`src/rtl/cmn_rr_arb_bin.sv`:
```
// Registered round-robin arbiter with binary grant index.
// Grant is held until accepted; priority rotates past each accepted winner.
module cmn_rr_arb_bin #(
  parameter  int IDX_WIDTH = 3,
  localparam int REQ_NUM   = 2**IDX_WIDTH
) (
  input  logic                 clk,
  input  logic                 rst_n,
  input  logic [REQ_NUM-1:0]   req,
  input  logic                 arb_clr,
  output logic                 gnt_vld,
  output logic [IDX_WIDTH-1:0] gnt_idx,
  input  logic                 gnt_rdy
);

  typedef enum logic {
    EMPTY = 1'b0,
    HELD  = 1'b1
  } state_t;

  state_t               r_state;
  state_t               w_state_nxt;
  logic [IDX_WIDTH-1:0] r_idx;
  logic [IDX_WIDTH-1:0] r_ptr;
  logic [IDX_WIDTH-1:0] w_idx_nxt;
  logic [IDX_WIDTH-1:0] w_ptr_nxt;
  logic [IDX_WIDTH-1:0] w_start;
  logic [IDX_WIDTH-1:0] w_cand;
  logic [IDX_WIDTH-1:0] w_pick;
  logic                 w_found;
  logic                 w_pick_vld;
  logic                 w_acc;

  assign w_acc      = (r_state == HELD) && gnt_rdy;
  assign w_pick_vld = |req;

  // On accept the search skips the index just drained.
  always_comb begin
    w_start = w_acc ? r_idx + 1'b1 : r_ptr;
    w_pick  = w_start;
    w_found = 1'b0;
    w_cand  = '0;
    for (int i = 0; i < REQ_NUM; i++) begin
      w_cand = w_start + IDX_WIDTH'(i);
      if (!w_found && req[w_cand]) begin
        w_pick  = w_cand;
        w_found = 1'b1;
      end
    end
  end

  always_comb begin
    w_state_nxt = r_state;
    w_idx_nxt   = r_idx;
    w_ptr_nxt   = r_ptr;
    if (arb_clr) begin
      w_state_nxt = EMPTY;
      w_idx_nxt   = '0;
      w_ptr_nxt   = '0;
    end else begin
      if (w_acc) w_ptr_nxt = r_idx + 1'b1;
      unique case (r_state)
        EMPTY: begin
          if (w_pick_vld) begin
            w_state_nxt = HELD;
            w_idx_nxt   = w_pick;
          end
        end
        HELD: begin
          if (gnt_rdy) begin
            if (w_pick_vld) w_idx_nxt = w_pick;
            else            w_state_nxt = EMPTY;
          end
        end
        default: w_state_nxt = EMPTY;
      endcase
    end
  end

  always_ff @(posedge clk or negedge rst_n) begin
    if (!rst_n) begin
      r_state <= EMPTY;
      r_idx   <= '0;
      r_ptr   <= '0;
    end else begin
      r_state <= w_state_nxt;
      r_idx   <= w_idx_nxt;
      r_ptr   <= w_ptr_nxt;
    end
  end

  assign gnt_vld = (r_state == HELD);
  assign gnt_idx = r_idx;

endmodule

```
`config.mk`:
```
export PLATFORM = sky130hd
export DESIGN_NAME = cmn_rr_arb_bin
export DESIGN_NICKNAME = d
export VERILOG_FILES = /design/src/rtl/cmn_rr_arb_bin.sv
export SDC_FILE = /design/constraint.sdc
export NUM_CORES = 1
export LEC_CHECK = 0
export ABC_AREA = 1
export BUFFER_PORTS_ARGS = -buffer_cell sky130_fd_sc_hd__buf_4
export CAP_MARGIN = 20
export CORE_UTILIZATION = 40
export DETAILED_ROUTE_END_ITERATION = 6
export SETUP_SLACK_MARGIN = 0.1
export SYNTH_ARGS = -nofsm -noshare
export SYNTH_HDL_FRONTEND = slang
export SYNTH_SLANG_ARGS = --single-unit
```
`constraint.sdc`:
```
create_clock -name clk -period 5.9 [get_ports clk]
set_input_delay 1.18 -clock clk [delete_from_list [all_inputs] [get_ports clk]]
set_output_delay 1.18 -clock clk [all_outputs]
set_load 0.05 [all_outputs]
```
Word-level counts from Yosys, hierarchy flattened
Cells that the tools add are included.

Add/subtract/negate cells: 8. Divide/modulo/power cells: 0. Mux-type cells: 40. Shifts and indexed selects: 0. Bitwise operators: 1. Order comparisons: 8. $mul: 0. Equal/unequal tests: 1. Reduce and logical (&&, ||, !) cells: 16.

Operators with widths (number): $mux 3 (12); $lt 3x4->1 const B (8); $bmux 1 s3 (8); $mux 1 (18); $add 3x3->3 const B (4); $logic_and 1x1->1 (8); $reduce_or 8->1 (1); $logic_not 1->1 (7); $add 3x1->3 const B (2); $add 3x2->3 const B (2); $pmux 3 s2 (1); $ne 3x3->1 const B (1); $pmux 1 s2 (1); $not 1->1 (1).

Flip-flop bits (word level): 7. RAM bits: 0. Input port bits: 12. Memories kept: 0. Output and inout bits: 4. Latch bits: 0. Bits in read-only memories: 0.

Logic depth before layout (Yosys ltp)
Depth after elaboration: 30. Mapped depth: 22. Depth with buffers taken out: 21.

Least setup slack after synthesis
Ideal clock, no wire load.

Kind: input to register. From: input port gnt_rdy. To: register r_idx[2], in the netlist gnt_idx[2]. Cell stages on the path: 20. Slack: 2715 ps. Arrival time: 3067 ps. Cells stage by stage: nand2_2 nand2_2 nand2_4 buf_4 ha_1 inv_1 nand3_1 nand2_1 nand2_1 nand2_1 nor2_4 nand4_4 nor2_4 nand2_1 nand2_1 inv_1 nand2_1 nand2_1 nand2_1 nand2_1.

Word-level cells in the longest chain between the ends: 30. Elaborated cells on any way between the ends: 58. Those cells by class: add/sub: 7; eq/ne: 1; mux: 35; reduce/logical: 15.

RTL lines: from (decl) (line 13) `input logic gnt_rdy`; branches (longest 30 deep; another with $add 3x1->3); to (signal assigned) (line 87) `r_idx <= w_idx_nxt;`; to (decl) (line 23) `logic [IDX_WIDTH-1:0] r_idx;`.

Several ways; the timed one is not identified. The select of a mux whose other input is x is not followed. A chain may end at the register's enable or synchronous reset.

Worst setup path in the final report
Ends and elaborated chain as after synthesis.

==> out/results.txt <==
Num CTS Buffers: 3
grt ovf: 0
crit-path cells: buf_4 -> nand2_2 -> nand2_1 -> nand2_2 -> ha_1 -> inv_1 -> nand3_1 -> nand2_1 -> nand2_1 -> nand2_1 -> nand2_1 -> nand2_1 -> nand3_1 -> nand2_1 -> nand2_1 -> nand2_1 -> nand2_1 -> nand2_1 -> nand2_1 -> nand2_1 -> nand2_1
setup_tns: 0 ps
clock power share: 7.8%
max cap viols: 0
DRC Markers: 0
library cells used by synthesis: 28
Cell Pwr Density: 363.6 nW/um^2
delay-heaviest family, CP: simple AND/OR/NAND/NOR gates
Crit path largest cell delay: 320 ps
crit path launch type: primary input
Pre-antenna DRT Iters: 4
cell mode on critical path: nand2_1
post-detail-place hpwl: 2969 um
clock transition at the registers of the reported paths: 60 ps
Setup crit end kind: flop
Worst setup startpoint: gnt_rdy
width of the die: 61.32 um
Post-CTS Hold Buffers: 0
IO Port Bufs: 15
GRT Util Overall: 22.24%
Die Height: 61.32 um
Avg Inst Size Synth: 5.312 sq um
design area: 1546 sq um
syn nets: 280
Final Setup Violations: 0
Hold Path Class: flop to flop
CTS Buffer Depth: 2
die area: 3760 sq um
H-tree depth: 1
status: finished clean
synthesis-to-finish area growth: 9.866%
crit-path max FO: 9
RSZ-0062 raised after global routing: false
CTS tree: built
Synth Register Bits: 7
CTS resizes: 0
WS Path Type: primary input to flop
reg-to-reg slack, setup: 3060 ps
Worst-Margin Slew: 470.5 ps
clock root buffer: clkbuf_4
Cell Int Power: 0.2210 mW
WL/cell: 11.30 um
n_diodes: 0
vias in the first global route: 1391
Synth area leader: nand2_1
initial core utilization: 41.85%
Max VDD drop: 0.1283 mV
sw frac: 60.70%
Gate power share: 79.6%
share of the synthesized area in the top cell type: 30.40%
Slowest-stage cell, CP: ha_1
Post-DP Area: 1520 sq um
sw power: 0.3413 mW
# nets final: 294
fin. max-slew vios: 0
worst setup margin: 2667 ps
largest net degree at the start of global routing: 19
Worst-Skew Late Latency: 250 ps
GP Congestion: 0.8729
Synth Cell Area: 1408 sq um
Max-slew headroom: 68.34%
static leakage: 0.8978 nW
fmax: 309.3 MHz
DRT antenna net count: 0
Hold Vio Cnt, Final: 0
Setup Buffers After CTS: 0
reg-to-reg startpoint: gnt_idx[0]$_DFFE_PN0P_
Final min period: 3233 ps
critical path depth: 21
Crit Reg-Reg Endpoint: gnt_idx[2]$_DFFE_PN0P_
IO Pins: 16
layout cells sized above 1: 12.95%
TritonCTS Sinks: 7
Arrival @ worst endpoint: 3380 ps
initial antenna violation count: 0
R2R cell count: 20
Core ar.: 3363 sq um
Detailed Route Iter0 Violations: 53
vias per cell: 4.948
worst clock skew: 4.627 ps
sequential fraction of the synthesis area: 12.44%
end point of the critical path: gnt_idx[2]$_DFFE_PN0P_
required time of the critical path: 6050 ps
Post-Place Setup Slack: 2402 ps
Sequential Power Share: 12.6%
site row count: 21
synthesis warning total: 0
global-route wire length before repair: 6168 um
final wirelength: 3660 um
period utilisation layout: 54.79%
worst path bufs/invs: 2
DR vias: 1603
Synth Instances: 265
largest cells by area after synthesis: nand2_1 30%, nand3_1 21%, dfrtp_1 12%
cell usage after synthesis (all sizes together):
cell    instances
nand2         123
nand3          61
inv            31
nor2           17
dfrtp           7
buf             6
nand4           4
a21oi           3
ha              3
o21ai           3
nor4            2
a31oi           1
and2            1
nor3            1
o21bai          1
xor2            1
flip-flops by register name, indices dropped and copies added (netlist names):
register,count
gnt_idx,3
r_ptr,3
gnt_vld,1
worst min-delay path by stage:
| stage | startpoint | to | slack [ps] | cells after the start |
|---|---|---|---|---|
| after floorplan | r_ptr[1]$_DFF_PN0_ | r_ptr[1]$_DFF_PN0_ | 730 | 5 |
| after global placement | gnt_idx[2]$_DFFE_PN0P_ | gnt_idx[2]$_DFFE_PN0P_ | 520 | 2 |
| after detailed placement | gnt_idx[2]$_DFFE_PN0P_ | gnt_idx[2]$_DFFE_PN0P_ | 530 | 2 |
| after CTS | gnt_idx[2]$_DFFE_PN0P_ | gnt_idx[2]$_DFFE_PN0P_ | 540 | 2 |
| after global routing | gnt_idx[2]$_DFFE_PN0P_ | gnt_idx[2]$_DFFE_PN0P_ | 580 | 2 |
| final | gnt_idx[2]$_DFFE_PN0P_ | gnt_idx[2]$_DFFE_PN0P_ | 530 | 2 |
through the flow:
stage               utilization, %  total power, mW  instances  hold slack, ps
floorplan                        -           0.4290        265           732.5
global placement             45.20           0.5193        320           522.0
detailed placement           45.20           0.5187        320           527.2
CTS                          45.98           0.5650        324           540.6
global route                 45.98           0.6344        324           577.5
finish                       45.98           0.5623        324           531.7
placed cells by master, fill, tap and decap left out:
cell type,synthesis,layout
a21oi_1,3,3
a31oi_1,1,1
and2_1,1,1
buf_4,1,15
clkbuf_1,0,1
clkbuf_4,0,3
dfrtp_1,7,7
ha_1,3,3
inv_1,29,29
inv_2,1,1
inv_4,1,1
nand2_1,114,114
nand2_2,5,5
nand2_4,4,4
nand3_1,60,60
nand3_2,1,1
nand4_1,3,3
nand4_4,1,1
nor2_1,13,13
nor2_2,2,2
nor2_4,2,2
nor3_1,1,1
nor4_1,2,2
o21ai_0,1,1
o21ai_1,1,1
o21ai_2,1,1
o21bai_1,1,1
xor2_1,1,1
power by group through the flow:
stage	Combinational, mW	Clock [mW]	Sequential (mW)
2_1_floorplan	0.328	0	0.101
6_report	0.448	0.0440	0.0708
3_3_place_gp	0.448	0	0.0715
3_5_place_dp	0.447	0	0.0720
4_1_cts	0.448	0.0460	0.0711
5_1_grt	0.510	0.0516	0.0729
layer usage:
| metal | wire length [um] | track usage [%] | part of all wire (%) | vias up |
|---|---|---|---|---|
| met3 | 173 | 3.782 | 4.7 | 2 |
| met2 | 1655 | 34.78 | 45 | 45 |
| met5 | 0 | 0 | 0 | - |
| met4 | 13 | 5.195 | 0.36 | 0 |
| met1 | 1817 | 31.81 | 50 | 683 |
| li1 | - | - | - | 873 |
logic make-up after synthesis:
kind of cell / synth area share (%)
simple gates: 68.36
buf+inv: 12.53
compound gates: 3.377
flops: 12.44
fa+ha+maj: 2.667
xor+xnor: 0.6223
final cells by class:
| class | count | area [sq um] |
|---|---|---|
| fill | 401 | 1817 |
| multi-input combinational | 221 | 1056 |
| sequential | 7 | 175.2 |
| inverter | 31 | 118.9 |
| timing repair buffer | 15 | 112.6 |
| tap | 46 | 57.56 |
| clock buffer | 4 | 26.28 |
tightest hold or removal path: stages (launching register included):
cell	delay, ps
dfrtp_1	380
nand2_1	60
nand2_1	50
No activity file was read; power rests on OpenSTA's default activity.
